`config.mk`:
```
export PLATFORM = sky130hd
export DESIGN_NAME = clk_stepper
export DESIGN_NICKNAME = d
export VERILOG_FILES = /design/src/rtl/clk_stepper.sv
export SDC_FILE = /design/constraint.sdc
export NUM_CORES = 1
export LEC_CHECK = 0
export CORE_MARGIN = 1.5
export CORE_UTILIZATION = 48
export CTS_BUF_LIST = sky130_fd_sc_hd__clkbuf_2
export DETAILED_ROUTE_END_ITERATION = 16
export DONT_BUFFER_PORTS = 1
export PLACE_DENSITY = 0.65
export SKIP_LAST_GASP = 1
export SLEW_MARGIN = 20
export SYNTH_ARGS = -nofsm -noshare
export SYNTH_HDL_FRONTEND = slang
export SYNTH_SLANG_ARGS = --single-unit
```
`constraint.sdc`:
```
create_clock -name CLK -period 5 [get_ports CLK]
set_input_delay 1.25 -clock CLK [delete_from_list [all_inputs] [get_ports CLK]]
set_output_delay 1.25 -clock CLK [all_outputs]
set_load 0.05 [all_outputs]
```
`src/rtl/clk_stepper.sv`:
```
// clk_stepper: run/halt/step sequencer for the core. Debounces the run and
// step buttons, runs a HALT/RUN/BURST state machine and issues a registered
// one-cycle clock enable (CE) paced by TICK, counting every issued enable.
module clk_stepper #(
   parameter int DEBOUNCE_CYCLES = 100000,
   parameter int BURST_W         = 16
) (
   input  logic               CLK,
   input  logic               RESET,
   input  logic               TICK,
   input  logic               BTN_RUN,
   input  logic               BTN_STEP,
   input  logic [BURST_W-1:0] BURST_N,
   input  logic               HALT_REQ,
   output logic               CE,
   output logic               RUNNING,
   output logic               BUSY,
   output logic [31:0]        CYCLES
);

   // Debounce counter only needs to reach DEBOUNCE_CYCLES-1.
   localparam int CNT_W = (DEBOUNCE_CYCLES > 1) ? $clog2(DEBOUNCE_CYCLES) : 1;
   localparam logic [CNT_W-1:0] CNT_LAST = CNT_W'(DEBOUNCE_CYCLES - 1);

   typedef enum logic [1:0] {
      ST_HALT  = 2'd0,
      ST_RUN   = 2'd1,
      ST_BURST = 2'd2
   } state_t;

   // Bit 0 is the run button, bit 1 the step button.
   logic [1:0] btn_raw;
   logic [1:0] press;

   assign btn_raw = {BTN_STEP, BTN_RUN};

   // One synchronizer + debouncer + rising-edge detector per button.
   generate
      for (genvar gi = 0; gi < 2; gi++) begin : g_btn
         logic             sync1_reg;
         logic             sync2_reg;
         logic             stable_reg;
         logic             stable_prev_reg;
         logic             press_reg;
         logic [CNT_W-1:0] cnt_reg;

         // Two-flop synchronizer for the asynchronous button level.
         always_ff @(posedge CLK or posedge RESET) begin
            if (RESET) begin
               sync1_reg <= 1'b0;
               sync2_reg <= 1'b0;
            end else begin
               sync1_reg <= btn_raw[gi];
               sync2_reg <= sync1_reg;
            end
         end

         // Accept a new level only after DEBOUNCE_CYCLES consecutive differing samples.
         always_ff @(posedge CLK or posedge RESET) begin
            if (RESET) begin
               cnt_reg    <= '0;
               stable_reg <= 1'b0;
            end else if (sync2_reg == stable_reg) begin
               cnt_reg <= '0;
            end else if (cnt_reg == CNT_LAST) begin
               cnt_reg    <= '0;
               stable_reg <= sync2_reg;
            end else begin
               cnt_reg <= cnt_reg + CNT_W'(1);
            end
         end

         // One-cycle press pulse on each rising edge of the debounced level.
         always_ff @(posedge CLK or posedge RESET) begin
            if (RESET) begin
               stable_prev_reg <= 1'b0;
               press_reg       <= 1'b0;
            end else begin
               stable_prev_reg <= stable_reg;
               press_reg       <= stable_reg & ~stable_prev_reg;
            end
         end

         assign press[gi] = press_reg;
      end
   endgenerate

   logic               run_press;
   logic               step_press;
   logic               abort;
   logic [BURST_W-1:0] burst_load;

   assign run_press  = press[0];
   assign step_press = press[1];
   // HALT_REQ and a run press both end RUN/BURST immediately.
   assign abort      = HALT_REQ | run_press;
   // A burst length of zero still executes one cycle.
   assign burst_load = (BURST_N == '0) ? BURST_W'(1) : BURST_N;

   state_t             state_reg;
   state_t             state_next;
   logic [BURST_W-1:0] remaining_reg;
   logic [BURST_W-1:0] remaining_next;
   logic               ce_reg;
   logic               ce_next;
   logic [31:0]        cycles_reg;

   // State register plus the registered CE, burst counter and cycle counter.
   always_ff @(posedge CLK or posedge RESET) begin
      if (RESET) begin
         state_reg     <= ST_HALT;
         remaining_reg <= '0;
         ce_reg        <= 1'b0;
         cycles_reg    <= '0;
      end else begin
         state_reg     <= state_next;
         remaining_reg <= remaining_next;
         ce_reg        <= ce_next;
         cycles_reg    <= cycles_reg + {31'd0, ce_next};
      end
   end

   // Next-state logic; priority is HALT_REQ, run press, step press, TICK.
   always_comb begin
      state_next     = state_reg;
      remaining_next = remaining_reg;
      case (state_reg)
         ST_HALT: begin
            if (!HALT_REQ) begin
               if (run_press) begin
                  state_next = ST_RUN;
               end else if (step_press) begin
                  state_next     = ST_BURST;
                  remaining_next = burst_load;
               end
            end
         end
         ST_RUN: begin
            if (abort) begin
               state_next = ST_HALT;
            end
         end
         ST_BURST: begin
            if (abort) begin
               state_next     = ST_HALT;
               remaining_next = '0;
            end else if (TICK) begin
               remaining_next = remaining_reg - BURST_W'(1);
               if (remaining_reg == BURST_W'(1)) begin
                  state_next = ST_HALT;
               end
            end
         end
         default: begin
            state_next     = ST_HALT;
            remaining_next = '0;
         end
      endcase
   end

   // Output logic: a TICK issues CE only while running or bursting and not aborting.
   always_comb begin
      ce_next = 1'b0;
      if ((state_reg == ST_RUN || state_reg == ST_BURST) && TICK && !abort) begin
         ce_next = 1'b1;
      end
   end

   assign CE      = ce_reg;
   assign RUNNING = (state_reg == ST_RUN);
   assign BUSY    = (state_reg == ST_BURST);
   assign CYCLES  = cycles_reg;

endmodule
```
---- Word level (Yosys, flattened, before mapping) ----
Cells that the tools add are included.
storage, ports and cells
  input port bits ......................... 22
  bits in registers ....................... 95
  logic and storage cells ................. 72
  output and inout port bits .............. 35
cells by class
  equality and inequality tests ........... 14
  reduce and logical (&&, ||, !) cells .... 10
  multiplexer cells ....................... 20
  bitwise gates (word level) .............. 8
  add/subtract/negate cells ............... 4
operators with widths
  kind                                                count
  2-to-1 mux 16 bit                                   6
  2-to-1 mux 17 bit                                   4
  one-hot mux 16 bit (3 select lines)                 1
  adder 17 x 1 -> 17 bit, second input constant       2
  == test 17 bit, second input constant               2
  adder 32 x 1 -> 32 bit                              1
  == test 16 x 1 -> 1 bit, second input constant      1
  logical NOT 16 bit                                  1
  subtractor 16 x 1 -> 16 bit, second input constant  1
  2-to-1 mux 2 bit                                    7
  AND reduction 5 bit                                 2
  != test 2 bit, second input constant                3
  one-hot mux 2 bit (3 select lines)                  1
  inverter 1 bit                                      5
  AND reduction 2 bit                                 2
  != test 3 x 1 -> 1 bit, second input constant       1
  != test 3 x 2 -> 1 bit, second input constant       1
  != test 3 bit, second input constant                1
  bitwise AND 1 bit                                   2
  == test 1 bit                                       2
  == test 2 x 1 -> 1 bit, second input constant       1
  == test 2 bit, second input constant                1
  logical AND 1 bit                                   2
  logical NOT 2 bit                                   1
  5 further kinds                                     5

---- Logic depth before layout (Yosys ltp) ----
  word-level depth ........................ 6
  depth in mapped cells ................... 9
  gate-level depth less buffers ........... 9

---- Worst setup path after synthesis ----
No wires, ideal clock.
  kind .................................... input to register
  start point ............................. input HALT_REQ
  end point ............................... register cycles_reg[28] (netlist: CYCLES[28])
  library setup time ...................... 0.142 ns
  stages .................................. 8
  data required time ...................... 4.858 ns
  slack ................................... 1.912 ns
  arrival time ............................ 2.946 ns
  path buffers ............................ 0
  path through ............................ nor2_1 and3_1 ha_1 ha_1 inv_1 nor4_2 nand4_1 xnor2_1
on the way
  longest elaborated chain between the ends .. 5
RTL lines
  what                    line  RTL
  from (decl)             14    input logic HALT_REQ,
  bitwise OR 1 bit        96    assign abort = HALT_REQ | run_press;
  logical NOT 1 bit       164   if ((state_reg == ST_RUN || state_reg == ST_BURST) && TICK && !abort) begin
  logical AND 1 bit       164
  2-to-1 mux 1 bit        164
  via ce_next             105   logic ce_next;
  adder 32 x 1 -> 32 bit  119   cycles_reg <= cycles_reg + {31'd0, ce_next};
  to (signal assigned)    119
  to (decl)               106   logic [31:0] cycles_reg;
The timed path passes the listed nets, and every way through them passes these cells.
A chain may end at the register's enable or synchronous reset.

---- Worst setup path in the final report ----
  start point ............................. register state_reg[0]
  end point ............................... register remaining_reg[8]
on the way
  longest elaborated chain between the ends .. 3
  elaborated cells on any way between the ends .. 10
  classes of those cells .................. eq/ne (6); mux (1); bitwise (1); reduce/logical (2)
RTL lines
  what                              line  RTL
  from (decl)                       100   state_t state_reg;
  from (signal assigned)            116   state_reg <= state_next;
  == test 2 bit (*)                 --
  via BUSY                          17    output logic BUSY,
  != test 3 x 2 -> 1 bit (no line)  --
  AND reduction 5 bit (no line)     --
  to (signal assigned)              117   remaining_reg <= remaining_next;
  to (decl)                         102   logic [BURST_W-1:0] remaining_reg;
The timed path passes the listed nets; every way through them passes the cells marked *.

==> impl_metrics.json <==
{
  "power_mw": 1.20,
  "worstReg2RegStart": "state_reg[0]",
  "hold_viol_final": 0,
  "grt_pass1_wl_mm": 15.6,
  "path_cells": "inv_1 > ha_1 > nor3b_1 > a221oi_4 > and2_1 > a221o_1",
  "synth_cells": 462,
  "synth_top_area_share_pct": 50.4,
  "drt_iter0_markers": 132,
  "synth_common_cells": "dfrtp_1, nor2_1, xnor2_1",
  "gr-total-overflow": 0,
  "drtAntennaViolNets": 0,
  "crit_cells": 6,
  "htreeDepth": 3,
  "cp-startpoint": "state_reg[0]",
  "pre_cts_ws_ns": 1.52,
  "fin_worst_skew_ns": 0.0562,
  "path_max_fanout": 16,
  "syn-cell-area_mm2": 0.00471,
  "cts_tree": "done",
  "die_area_mm2": 0.0104,
  "seq_area_frac_synth_pct": 50.4,
  "critPathArrivalTime_ns": 3.67,
  "antenna_found_initial": 0,
  "die_h_um": 102,
  "p_per_area_mw_per_mm2": 243,
  "yosys.area.top_type": "dfrtp_1",
  "critical_path.slowest_cell": "nor3b_1",
  "hold_depth": 0,
  "postCtsHoldBufs": 0,
  "via_per_inst": 5.79,
  "clk_latency_ns": 0.60,
  "grt_pass1_vias": 3358,
  "post_drt_wl_per_cell_um": 15.7,
  "core-area_mm2": 0.00937,
  "synth-main-ff-cell": "dfrtp_1",
  "io_pins": 57,
  "antenna_cells": 0,
  "dr.max_layer_used": "met4",
  "die_width_um": 102,
  "synthArstFlopShare_pct": 100,
  "yosys.cell_types.count": 47,
  "maxSlewViolCount": 0,
  "synth-edff-count": 0,
  "critical_path_class": "flip-flop to flip-flop",
  "cp_top_family": "simple AND/OR/NAND/NOR gates",
  "worst_pin_slew_ns": 1.12,
  "postCtsSetupBuffers": 0,
  "ir_drop_mv": 0.142,
  "first_pass_iters": 4,
  "drv_cap": 0,
  "p_leak_nw": 2.16,
  "grt_max_degree": 70,
  "endpoint_kind": "flip-flop",
  "syn_area_per_cell_um2": 10.2,
  "area_growth_pct": 5.23,
  "status": "finished clean",
  "fin_crit_sh_pct": 63.3,
  "syn-num-nets": 493,
  "wl_met3_um": 495,
  "grt_util_all_layers_pct": 19.0,
  "root_buffer": "clkbuf_2",
  "relSlewSlack_pct": 25.2,
  "reg2regPathDepth": 6,
  "drt_wl_total_mm": 9.35,
  "cts.clk_slew.worst_paths_ns": 0.30,
  "wl_met2_mm": 4.27,
  "cp_num_buf_inv": 1,
  "initial_core_util_pct": 50.3,
  "hpwl_mm": 6.47,
  "synth-warning-count": 0,
  "fin_nets": 494,
  "clkSinkCount": 95,
  "regToRegSetupSlack_ns": 1.83,
  "required_ns": 5.50,
  "drive_gt1_share_pct": 6.41,
  "cts_made_buffers": 9,
  "ys_ff_latch": 95,
  "drc_errors": 0,
  "ys_top_cells_by_area": "dfrtp_1, xnor2_1, xor2_1, nor2_1, nand3_1",
  "yosysMostFrequentCell": "dfrtp_1",
  "min_from": "g_btn[1].sync1_reg",
  "crit_path_start_kind": "flip-flop",
  "dp_cells": 581,
  "portBuffers": 0,
  "fin_crit_ns": 3.17,
  "m1WireLength_mm": 4.39,
  "clock_path_buffers": 2,
  "dr_total_vias": 3454,
  "critical-path-max-stage-delay_ns": 0.97,
  "fin_ws_ns": 1.83,
  "ctsResizeCount": 0,
  "worstReg2RegEnd": "remaining_reg[8]",
  "final_cells": 597,
  "finalSetupTns_ns": 0,
  "fmax_mhz": 316,
  "finalSetupViolations": 0,
  "largest_reg_flops": 34,
  "placement_rows": 35,
  "utilization_pct": 52.9,
  "rsz0062_at_grt": "false",
  "fillers": 852,
  "crit_end": "remaining_reg[8]",
  "hold_path_class": "flip-flop to flip-flop",
  "globalplace.congestion": 0.836
}
## area by class of cell
cell class	count	area, um2	share of cell area, %
Clock buffer	9	45.0	0.908
Inverter	15	58.8	1.19
Sequential cell	95	2380	47.9
Clock inverter	7	75.1	1.51
Multi-Input combinational cell	339	2220	44.8
Timing Repair Buffer	3	22.5	0.454
Tap cell	129	161	3.25
## metrics by stage
stage | area, um2 | hold WS [ns]
after detailed placement | 4840 | 0.337
final | 4960 | 0.372
after global routing | 4960 | 0.395
after CTS | 4960 | 0.374
after global placement | 4840 | 0.333
after floorplan | 4710 | 0.331
## power breakdown
| group | internal [mW] | switching [mW] | total (mW) |
|---|---|---|---|
| clock network | 0.0845 | 0.302 | 0.387 |
| registers | 0.776 | 0.00479 | 0.781 |
| logic | 0.0102 | 0.0261 | 0.0363 |
| total | 0.871 | 0.333 | 1.20 |
## kinds of logic after synthesis
kind of cell,synth area share [%]
AO/OA/AOI/OAI,10.5
XOR/XNOR,10.0
adder cells (fa/ha/maj),2.39
buffers and inverters,2.47
flip-flops,50.4
multiplexers,0.478
AND/OR/NAND/NOR,23.7
## how the worst min path moves through the flow
stage                         end  slack, ns
2_1_floorplan  g_btn[0].sync2_reg       0.33
3_3_place_gp   g_btn[0].sync2_reg       0.33
3_5_place_dp   g_btn[1].sync2_reg       0.34
4_1_cts        g_btn[1].sync2_reg       0.37
5_1_grt        g_btn[1].sync2_reg       0.40
6_report       g_btn[1].sync2_reg       0.37
## layer usage
layer | track usage (%) | up-vias
li1 | - | 1690
met1 | 25.7 | 1665
met2 | 29.7 | 79
met3 | 3.76 | 20
met4 | 8.22 | 0
met5 | 0 | -
## worst register-to-register path, cell delays in order (launching register included)
cell and delay (ns):
dfrtp_1 0.47, inv_1 0.09, ha_1 0.59, nor3b_1 0.98, a221oi_4 0.29, and2_1 0.33
a221o_1 0.35
## cells in the final DEF (no fill, tap or decap), types with 2 or more instances in the layout
cell,count
nor2b_1,4
a221o_1,4
nor2_1,45
ha_1,9
nor4b_1,5
and2_1,7
a31oi_1,4
xnor2_1,32
a22o_1,3
a22oi_1,6
buf_4,3
nand2_1,27
nor4_2,3
o41ai_2,2
o22ai_1,3
a21oi_1,13
nor3_1,8
and4_1,12
and3_1,8
dfrtp_1,95
or4_1,3
inv_1,14
inv_8,3
nand4_1,19
nor3b_1,3
clkbuf_2,9
or3_1,10
mux2_2,2
nor4_1,14
xor2_1,22
nand3_1,28
o21ai_0,27
or3b_2,2
(Power assumes the default switching activity.)
